[config.mk]
export PLATFORM = sky130hd
export DESIGN_NAME = ppi_mode1_handshake
export DESIGN_NICKNAME = d
export VERILOG_FILES = /design/src/rtl/ppi_mode1_handshake.sv
export SDC_FILE = /design/constraint.sdc
export NUM_CORES = 1
export LEC_CHECK = 0
export ABC_AREA = 1
export CAP_MARGIN = 20
export CORE_AREA = 2 2 65 67
export DETAILED_ROUTE_END_ITERATION = 10
export DIE_AREA = 0 0 67 69
export PLACE_DENSITY = 0.76
export SLEW_MARGIN = 20
export SYNTH_ARGS = -nofsm -noshare
export SYNTH_HDL_FRONTEND = slang
export SYNTH_SLANG_ARGS = --single-unit
[constraint.sdc]
create_clock -name CLK -period 1.6 [get_ports CLK]
set_input_delay 0.32 -clock CLK [delete_from_list [all_inputs] [get_ports CLK]]
set_output_delay 0.32 -clock CLK [all_outputs]
set_load 0.02 [all_outputs]
[src/rtl/ppi_mode1_handshake.sv]
// 8255-style Mode 1 strobed handshake for one port group: input latch (STB_N/IBF) or output latch (OBF_N/ACK_N).
// Pin edges act SYNC_STAGES+1 clocks after first sample; CPU pulses act next clock; no backpressure, an early strobe overwrites and flags OVR.
module ppi_mode1_handshake #(
    parameter int SYNC_STAGES = 2,
    parameter int WIDTH       = 8
) (
    input  logic             CLK,
    input  logic             RESET,
    input  logic             MODE1_EN,
    input  logic             DIR_IN,
    input  logic             INTE,
    input  logic             CPU_RD,
    input  logic             CPU_WR,
    input  logic [WIDTH-1:0] CPU_DIN,
    output logic [WIDTH-1:0] CPU_DOUT,
    input  logic [WIDTH-1:0] PORT_IN,
    output logic [WIDTH-1:0] PORT_OUT,
    output logic             PORT_OE,
    input  logic             STB_N,
    input  logic             ACK_N,
    output logic             IBF,
    output logic             OBF_N,
    output logic             INTR,
    output logic             OVR
);

    typedef enum logic [1:0] {IN_EMPTY, IN_STROBED, IN_FULL} inState_t;
    typedef enum logic [1:0] {OUT_EMPTY, OUT_FULL, OUT_ACKED} outState_t;

    inState_t         inState, inNext;
    outState_t        outState, outNext;
    logic [SYNC_STAGES-1:0] stbSync, ackSync;
    logic             stbHist, ackHist;
    logic [WIDTH-1:0] portDly [SYNC_STAGES];
    logic             modeQ, dirQ, portOeQ;
    logic [WIDTH-1:0] cpuDoutQ, portOutQ;
    logic             intrReqQ, intrReqNext;
    logic             ovrQ, ovrNext;
    logic             latchIn, loadOut;

    logic stbFall, stbRise, ackFall, ackRise;
    logic modeChange, inAct, outAct, rd, wr;

    assign stbFall    = stbHist & ~stbSync[SYNC_STAGES-1];
    assign stbRise    = ~stbHist & stbSync[SYNC_STAGES-1];
    assign ackFall    = ackHist & ~ackSync[SYNC_STAGES-1];
    assign ackRise    = ~ackHist & ackSync[SYNC_STAGES-1];
    assign modeChange = (MODE1_EN != modeQ) || (DIR_IN != dirQ);
    assign inAct      = MODE1_EN & DIR_IN;
    assign outAct     = MODE1_EN & ~DIR_IN;
    // Simultaneous read and write is illegal and both are dropped.
    assign rd         = CPU_RD & ~CPU_WR;
    assign wr         = CPU_WR & ~CPU_RD;

    always_ff @(posedge CLK) begin
        if (RESET) begin
            stbSync  <= '1;
            ackSync  <= '1;
            stbHist  <= 1'b1;
            ackHist  <= 1'b1;
            for (int i = 0; i < SYNC_STAGES; i++) portDly[i] <= '0;
            modeQ    <= 1'b0;
            dirQ     <= 1'b0;
            portOeQ  <= 1'b0;
            inState  <= IN_EMPTY;
            outState <= OUT_EMPTY;
            intrReqQ <= 1'b0;
            ovrQ     <= 1'b0;
            cpuDoutQ <= '0;
            portOutQ <= '0;
        end else begin
            stbSync  <= {stbSync[SYNC_STAGES-2:0], STB_N};
            ackSync  <= {ackSync[SYNC_STAGES-2:0], ACK_N};
            stbHist  <= stbSync[SYNC_STAGES-1];
            ackHist  <= ackSync[SYNC_STAGES-1];
            portDly[0] <= PORT_IN;
            for (int i = 1; i < SYNC_STAGES; i++) portDly[i] <= portDly[i-1];
            modeQ    <= MODE1_EN;
            dirQ     <= DIR_IN;
            portOeQ  <= MODE1_EN & ~DIR_IN;
            inState  <= inNext;
            outState <= outNext;
            intrReqQ <= intrReqNext;
            ovrQ     <= ovrNext;
            if (latchIn) cpuDoutQ <= portDly[SYNC_STAGES-1];
            if (loadOut) portOutQ <= CPU_DIN;
        end
    end

    always_comb begin
        inNext  = inState;
        outNext = outState;
        if (modeChange) begin
            inNext  = IN_EMPTY;
            outNext = OUT_EMPTY;
        end else begin
            if (inAct) begin
                case (inState)
                    IN_EMPTY:   if (stbFall) inNext = IN_STROBED;
                    IN_STROBED: if (stbFall) inNext = IN_STROBED;
                                else if (stbRise) inNext = IN_FULL;
                    IN_FULL:    if (stbFall) inNext = IN_STROBED;
                                else if (rd) inNext = IN_EMPTY;
                    default:    inNext = IN_EMPTY;
                endcase
            end
            if (outAct) begin
                if (wr) begin
                    outNext = OUT_FULL;
                end else begin
                    case (outState)
                        OUT_EMPTY: outNext = OUT_EMPTY;
                        OUT_FULL:  if (ackFall) outNext = OUT_ACKED;
                        OUT_ACKED: if (ackRise) outNext = OUT_EMPTY;
                        default:   outNext = OUT_EMPTY;
                    endcase
                end
            end
        end
    end

    always_comb begin
        latchIn     = 1'b0;
        loadOut     = 1'b0;
        ovrNext     = 1'b0;
        intrReqNext = intrReqQ;
        if (modeChange) begin
            intrReqNext = 1'b0;
        end else if (inAct) begin
            if (stbFall) begin
                latchIn     = 1'b1;
                intrReqNext = 1'b0;
                // A read landing with the new strobe consumed the old byte, so it is not an overrun.
                ovrNext     = (inState != IN_EMPTY) & ~rd;
            end else if (stbRise && inState == IN_STROBED) begin
                intrReqNext = 1'b1;
            end else if (rd && inState != IN_EMPTY) begin
                intrReqNext = 1'b0;
            end
        end else if (outAct) begin
            if (wr) begin
                loadOut     = 1'b1;
                intrReqNext = 1'b0;
            end else if (ackRise && outState == OUT_ACKED) begin
                intrReqNext = 1'b1;
            end
        end
    end

    assign IBF      = (inState != IN_EMPTY);
    assign OBF_N    = (outState != OUT_FULL);
    assign INTR     = intrReqQ & INTE;
    assign OVR      = ovrQ;
    assign CPU_DOUT = cpuDoutQ;
    assign PORT_OUT = portOutQ;
    assign PORT_OE  = portOeQ;

endmodule
# --- Word-level counts from Yosys, hierarchy flattened ---
# Memory sizes are Yosys's and may differ from the RTL's. A register that Yosys moved wholly into a read port is not among the register bits.
# Cells that the tools add are included.
totals:
  regBits: 23
  out_inout_bits: 21
  mem_bits_rw: 16
  n_memories: 1
  word_cells: 90
mem_list:
  columns: ["memory", "words", "word_bits", "read_ports", "rd_ports_with_merged_regs", "wr", "line", "text"]
  rows:
  - ["portDly", 2, 8, 2, 1, 2, "34", "logic [WIDTH-1:0] portDly [SYNC_STAGES];"]
classes:
  muxes: 29
  reduce_logical: 13
  n_eq_ne: 13
  bitwise: 22
op_table:
  columns: ["operator", "n"]
  rows:
  - ["1-bit two-way mux", 17]
  - ["2-bit two-way mux", 8]
  - ["8-bit two-way mux", 2]
  - ["3-bit inequality test (second input constant)", 4]
  - ["1-bit bitwise AND", 10]
  - ["1-bit NOT", 10]
  - ["2-bit one-hot mux with 3 select lines", 1]
  - ["3-bit AND reduction", 2]
  - ["2-bit by 1-bit == test with 1-bit output (second input constant)", 2]
  - ["2-bit == test (second input constant)", 2]
  - ["4-bit by 2-bit inequality test with 1-bit output (second input constant)", 1]
  - ["2-bit one-hot mux with 2 select lines", 1]
  - ["4-bit AND reduction", 1]
  - ["2-bit nonzero test", 2]
  - ["4-bit OR reduction", 1]
  - ["1-bit logical AND", 3]
  - ["3-bit nonzero test", 1]
  - ["2-bit logical NOT", 1]
  - ["1-bit inequality test", 2]
  - ["2-bit by 1-bit inequality test with 1-bit output (second input constant)", 1]
  - ["2-bit inequality test (second input constant)", 1]
  - ["1-bit bitwise OR", 2]
  - ["2-bit OR reduction", 1]
  - ["1-bit logical OR", 1]

# --- Logic depth before layout (Yosys ltp) ---
# Gate-level depths: netlist of the first run.
logic_depth:
  word_depth: 7
  ltp_mapped: 8
  depth_no_buf: 8

# --- Worst setup path after synthesis of the first run ---
# Ideal clock, no wire load.
synth_path:
  kind: "flip-flop to flip-flop"
  start: "reg inState[0]"
  end: "reg inState[0]"
  slack_ns: 0.423
  setup_time_ns: 0.115
  period_less_slack_ns: 1.177
  arrival_ns: 1.062
  t_required_ns: 1.485
  path_buffers: 0
  path_stages_with_launch: 8
  path_cell_list: "dfxtp_1 -> inv_1 -> nand2_1 -> nand2_1 -> nand2_2 -> nand3_1 -> o21ai_1 -> nor2_1"
synth_via:
  elab_chain_cells: 3
  word_cells_on_any_way: 8
  classes_between: "eq/ne: 5; mux: 1; reduce/logical: 2"
synth_rtl:
  columns: ["item", "line", "text"]
  rows:
  - ["from (decl)", "30", "inState_t inState, inNext;"]
  - ["from (signal assigned)", "81", "inState <= inNext;"]
  - ["2-bit == test (tied with other cells)", "98", "case (inState)"]
  - ["3-bit inequality test (no source line) / 2-bit inequality test (equally long branches)", null, null]
  - ["4-bit AND reduction (no source line)", null, null]
# Parallel ways exist; a longest one is shown, timed or not.
# A chain may end at the register's enable or synchronous reset.

# --- Worst setup path in the final report of the first run ---
layout_path:
  start: "reg cpuDoutQ[7] (netlist: CPU_DOUT[7]) (read register of portDly)"
  end: "out CPU_DOUT[7]"
layout_rtl:
  columns: ["item", "line", "text"]
  rows:
  - ["from (decl)", "36", "logic [WIDTH-1:0] cpuDoutQ, portOutQ;"]
  - ["to (decl)", "15", "output logic [WIDTH-1:0] CPU_DOUT,"]
# No word-level cell between the ends.

==> results.py, run 1 <==
metrics = {
    "status": {
        "status": "completed",
    },
    "die": {
        "ioPinCount": 46,
        "core_mm2": 0.00391,
        "num_rows": 23,
        "dieWidth_um": 67,
        "die-area_mm2": 0.00462,
        "die_h_um": 69,
        "start_util_pct": 46.1,
    },
    "sta": {
        "fin_crit_sh_pct": 97.5,
        "tightestPinTransition_ns": 0.276,
        "fin_tns_setup_ns": 0,
        "max_slew_margin_pct": 81.5,
        "whs_ns": 0.405,
        "hold_violations": 0,
        "slew_viol_final": 0,
        "worst_slack_ns": 0.0397,
        "grt_setup_unrepaired": "no",
        "period_needed_ns": 1.56,
        "finClkSkew_ns": 0.00545,
        "max_freq_mhz": 641,
        "setup_viol": 0,
    },
    "drt": {
        "first_pass_iters": 4,
        "drt-initial-drc-count": 52,
        "vias": 1484,
        "antenna_left": 0,
        "wirelength_um": 3360,
        "drc_errors": 0,
        "wl_per_cell_um": 10.1,
        "via_per_inst": 4.46,
    },
    "pwr": {
        "p_leak_nw": 1.25,
        "irDropWorstVdd_mv": 0.757,
        "power.total_mw": 2.31,
        "cellPowerDensity_mw_per_mm2": 913,
    },
    "run": {
        "maxCapViolations": 0,
    },
    "grt": {
        "grt_max_degree": 28,
        "grt_overflow": 0,
        "grt_usage_pct": 16.3,
        "grt_pass1_vias": 1385,
        "antenna_found_initial": 0,
        "grt_pass1_wl_um": 5820,
    },
    "worst_setup_path": {
        "critical_path_buf_inv_count": 1,
        "critPathKind": "reg -> out",
        "crit_path_max_fanout": 2,
        "cp-end-kind": "primary output",
        "r2r_setup_slack_ns": 0.30,
        "arrival_ns": 1.24,
        "setup.worst_path.start_class": "register",
        "r2r_cells": 5,
        "reg2reg_from": "stbSync[1]",
        "r2r_end": "CPU_DOUT[7]",
        "required_ns": 1.28,
        "cpLargestDelayFamily": "buffers and inverters",
        "crit_slowest_cell": "clkdlybuf4s50_1",
        "crit_chain": "clkdlybuf4s50_1",
        "critPathMaxStageDelay_ns": 0.60,
    },
    "clock_tree": {
        "root_buffer": "clkbuf_8",
        "clockBufferDepth": 2,
        "worstSkewPairLatency_ns": 0.29,
        "post-cts-setup-buffers": 0,
        "cts_tree": "done",
        "cts_buffers": 5,
        "cts_num_sinks": 47,
        "cts-htree-levels": 2,
        "clkSlewWorstSetupHoldPaths_ns": 0.09,
        "cts_hold_buf": 0,
    },
    "cells_and_area": {
        "area_growth_pct": 40.3,
        "finish.utilization_pct": 64.7,
        "layoutNonFillerInstCount": 333,
        "fin_nets": 310,
        "design_area_mm2": 0.00253,
        "antennaDiodeCount": 0,
        "drive_gt1_share_pct": 12.7,
    },
    "logic_synthesis": {
        "synth_top_family_by_area": "simple AND/OR/NAND/NOR gates",
        "ys_ff_latch": 47,
        "synth_top_cell_by_area": "dfxtp_1",
        "muxShareOfSynthArea_pct": 0,
        "synth-simple-area-share_pct": 28.5,
        "seq_area_frac_synth_pct": 52.1,
        "synth-compound-area-share_pct": 6.66,
        "syn-num-nets": 252,
        "synthXorXnorAreaFrac_pct": 2.43,
        "synthesis.area_mm2": 0.00180,
        "synth_cell_types": 23,
        "ys_top_cells_by_area": "dfxtp_1, nor2_1, inv_1",
        "syn_inst": 224,
        "synth_top_area_share_pct": 52.1,
        "syn_area_per_cell_um2": 8.05,
        "ys_warn_count": 0,
        "synth_fa_ha_area_share_pct": 2.08,
    },
    "placed_design": {
        "dp.cells": 325,
        "placed_cell_area_mm2": 0.00240,
        "dpl_worst_slack_ns": -0.186,
        "dp_hpwl_um": 2470,
        "io_buffers": 45,
        "place_congestion": 0.797,
    },
    "hold_path": {
        "min_from": "portDly[0][3]",
        "holdPathStages": 2,
        "hold_class": "reg -> reg",
        "min_to": "portDly[1][3]",
    },
}
## placed cells by master, fill, tap and decap left out
master            n
a21oi_1          13
buf_12            2
buf_4             8
bufinv_16         1
clkbuf_8          5
clkdlybuf4s50_1  35
clkinv_2          1
clkinvlp_4        1
dfxtp_1          47
dlygate4sd2_1     3
dlymetal6s2s_1    7
ha_1              3
inv_1            32
inv_2             2
inv_6             1
nand2_1          31
nand2_2           1
nand2_4           2
nand3_1          16
nand3_4           1
nand4_1           2
nand4_2           1
nor2_1           46
nor2_4            3
nor3_1            1
nor3_2            1
o21ai_0           9
o21ai_1           2
or2_2             4
xnor2_2           1
xnor2_4           1
## cell usage after synthesis (all sizes together)
master,count
a21oi,13
clkbuf,4
clkinv,1
dfxtp,47
ha,3
inv,34
nand2,34
nand3,17
nand4,3
nor2,49
nor3,2
o21ai,11
or2,4
xnor2,2
## report_power, final
part	internal, mW	switching (mW)
Sequential	1.20	0.0122
Combinational	0.117	0.109
Clock	0.471	0.401
## worst max path at each step
stage           startpoint     endpoint  slack, ns  cells after the start
2_1_floorplan   inState[0]   inState[0]       0.42                      7
3_3_place_gp          INTE         INTR      -0.17                      4
3_5_place_dp          INTE         INTR      -0.19                      4
4_1_cts        CPU_DOUT[2]  CPU_DOUT[2]      0.005                      1
5_1_grt        PORT_OUT[6]  PORT_OUT[6]     0.0004                      1
6_report       CPU_DOUT[7]  CPU_DOUT[7]       0.04                      1
## state kept, by name, summed over array words and instances (netlist names), 2 cells and up
signal,count
PORT_OUT,8
portDly,16
outState,2
inState,2
CPU_DOUT,8
stbSync,2
ackSync,2
## repair_timing
| action | 4_1_cts | 5_1_grt |
|---|---|---|
| resized for setup | 3 | 7 |
| endpoints found under the setup margin | 3 | 7 |
| pin swaps | 0 | 0 |
## cell families after synthesis
family                   Yosys count
adder cells (fa/ha/maj)            3
buffers and inverters             39
flip-flops                        47
XOR/XNOR                           2
AND/OR/NAND/NOR                  109
AO/OA/AOI/OAI                     24
## routing by layer
metal	wire length (µm)	GRT usage, %
met1	1510	20.2
met2	1640	26.2
met3	146	2.94
met4	59	8.84
met5	0	0
## area by class of cell
type	count	area (µm²)
fillers	339	1380
flip-flops and latches	47	941
multi-input cells	138	716
repair buffers	55	564
inverters	35	133
clock buffers	5	68.8
well taps	50	62.6
clock inverters	3	46.3
Power figures use the tool's default switching activity.
==> run 2, diff against run 1 <==
--- a/config.mk
+++ b/config.mk
@@ -7,10 +7,10 @@
 export LEC_CHECK = 0
 export ABC_AREA = 1
 export CAP_MARGIN = 20
-export CORE_AREA = 2 2 65 67
+export CORE_AREA = 2 2 71 73
 export DETAILED_ROUTE_END_ITERATION = 10
-export DIE_AREA = 0 0 67 69
-export PLACE_DENSITY = 0.76
+export DIE_AREA = 0 0 73 75
+export PLACE_DENSITY = 0.65
 export SLEW_MARGIN = 20
 export SYNTH_ARGS = -nofsm -noshare
 export SYNTH_HDL_FRONTEND = slang
==> run 2 against run 1 <==
Effect of this change: register-to-register slack hardly changed; global-route usage is 2.5 points lower; die area is 18% higher; clock-buffer cell count stayed put; clock skew hardly changed; flip-flop and latch count stayed put; clock power is 1% higher; utilization is 9.9 points lower; hold slack better by 0.0020 ns; critical path type unchanged; critical endpoint is now PORT_OUT[6].
==> results.py, run 2 (same netlist as run 1, synthesis figures left out) <==
metrics = {
    "sta": {
        "slew_viol_final": 0,
        "max_freq_mhz": 641,
        "hold_violations": 0,
        "fin_crit_sh_pct": 97.5,
        "max_slew_margin_pct": 81.3,
        "worst_slack_ns": 0.0401,
        "tightestPinTransition_ns": 0.279,
        "whs_ns": 0.407,
        "grt_setup_unrepaired": "no",
        "setup_viol": 0,
        "fin_tns_setup_ns": 0,
        "period_needed_ns": 1.56,
        "finClkSkew_ns": 0.00559,
    },
    "run": {
        "maxCapViolations": 0,
    },
    "drt": {
        "top_layer": "met4",
        "wl_met3_um": 148,
        "wl_met2_um": 1640,
        "first_pass_iters": 4,
        "wirelength_um": 3490,
        "wl_per_cell_um": 10.3,
        "via_per_inst": 4.35,
        "vias": 1471,
        "antenna_left": 0,
        "drt-initial-drc-count": 62,
        "wl_met1_um": 1630,
        "drc_errors": 0,
    },
    "hold_path": {
        "holdPathStages": 2,
        "hold_class": "reg -> reg",
    },
    "cells_and_area": {
        "largest_reg_flops": 16,
        "layoutNonFillerInstCount": 338,
        "largest_register": "portDly",
        "drive_gt1_share_pct": 13.0,
        "fin_nets": 311,
        "area_growth_pct": 41.5,
        "fillers": 459,
        "regArea_um2": 941,
        "multi_input_area_um2": 716,
        "final_common_cell": "dfxtp_1",
        "antennaDiodeCount": 0,
        "layout_common_cells": "dfxtp_1, nor2_1, inv_1",
    },
    "worst_setup_path": {
        "critical_path_buf_inv_count": 1,
        "cp-end-kind": "primary output",
        "r2r_setup_slack_ns": 0.30,
        "crit_chain": "clkdlybuf4s50_1",
        "crit_slowest_cell": "clkdlybuf4s50_1",
        "required_ns": 1.28,
        "crit_path_max_fanout": 2,
        "reg2reg_from": "stbSync[1]",
        "startpoint": "PORT_OUT[6]",
        "r2r_end": "CPU_DOUT[0]",
        "path_depth": 1,
        "critPathKind": "reg -> out",
        "r2r_cells": 5,
        "critPathMaxStageDelay_ns": 0.60,
        "arrival_ns": 1.24,
        "setup.worst_path.start_class": "register",
        "crit_end": "PORT_OUT[6]",
        "cpLargestDelayFamily": "buffers and inverters",
    },
    "pwr": {
        "cellPowerDensity_mw_per_mm2": 912,
        "p_leak_nw": 1.33,
        "power.total_mw": 2.33,
        "irDropWorstVdd_mv": 0.590,
    },
    "clock_tree": {
        "worstSkewPairLatency_ns": 0.30,
        "cts_num_sinks": 47,
        "clkSlewWorstSetupHoldPaths_ns": 0.09,
        "cts_hold_buf": 0,
        "root_buffer": "clkbuf_8",
        "post-cts-setup-buffers": 0,
        "clockBufferDepth": 2,
        "cts_tree": "done",
        "cts-htree-levels": 2,
        "cts_buffers": 5,
    },
    "placed_design": {
        "dpl_worst_slack_ns": -0.198,
        "dp_hpwl_um": 2560,
        "io_buffers": 45,
        "place_congestion": 0.780,
        "dp.cells": 330,
    },
    "grt": {
        "grt_max_degree": 24,
        "grt_overflow": 0,
        "grt_pass1_vias": 1312,
        "grt_usage_pct": 13.8,
        "antenna_found_initial": 0,
        "grt_pass1_wl_um": 5800,
    },
    "die": {
        "core_mm2": 0.00466,
        "ioPinCount": 46,
        "num_rows": 25,
        "die_h_um": 75,
        "die-area_mm2": 0.00548,
        "dieWidth_um": 73,
        "start_util_pct": 38.7,
    },
    "status": {
        "status": "completed",
    },
}
## run 2: changes by cell type in the layout (fill, tap and decap cells not counted)
| cell | delta |
|---|---|
| clkdlybuf4s50_1 | -5 |
| buf_4 | +1 |
| dlygate4sd2_1 | +1 |
| dlymetal6s2s_1 | +4 |
## run 2: worst min-delay path by stage
stage	from	slack, ns	end
3_5_place_dp	portDly[0][5]	0.39	portDly[1][5]
4_1_cts	portDly[0][5]	0.41	portDly[1][5]
2_1_floorplan	portDly[0][0]	0.39	portDly[1][0]
6_report	portDly[0][6]	0.41	portDly[1][6]
5_1_grt	portDly[0][1]	0.43	portDly[1][1]
3_3_place_gp	portDly[0][1]	0.39	portDly[1][1]
## run 2: per-layer routing
metal	track usage, %	vias to the layer above
met1	17.5	630
met4	6.17	0
met3	3.35	6
li1	-	802
met2	22.2	33
met5	0	-
## run 2: cell type report
| class | count | share of cell area (%) |
|---|---|---|
| clock buffers | 5 | 2.70 |
| well taps | 54 | 2.65 |
| repair buffers | 56 | 22.7 |
| multi-input cells | 138 | 28.0 |
| clock inverters | 3 | 1.81 |
| inverters | 35 | 5.20 |
| flip-flops and latches | 47 | 36.9 |
## run 2: metrics by stage
step                cell area (µm²)  util, %
floorplan                      1800        -
global placement               2410     51.8
detailed placement             2410     51.8
CTS                            2520     54.2
global route                   2550     54.8
finish                         2550     54.8
## run 2: worst reg2reg max path, stage by stage, from the launching register on
cell and delay, ns:
dfxtp_1 0.32, inv_1 0.09, ha_1 0.29, nand4_2 0.27
nor2_1 0.17, nor2_1 0.06
## run 2: repair_timing
item | CTS | global route
gates resized for setup | 4 | 11
endpoints found under the setup margin | 4 | 11
cloned | 0 | 0
## run 2: power breakdown
group | switching (mW) | total [mW] | internal (mW)
Sequential | 0.0119 | 1.21 | 1.20
Combinational | 0.110 | 0.230 | 0.120
Clock | 0.412 | 0.883 | 0.471
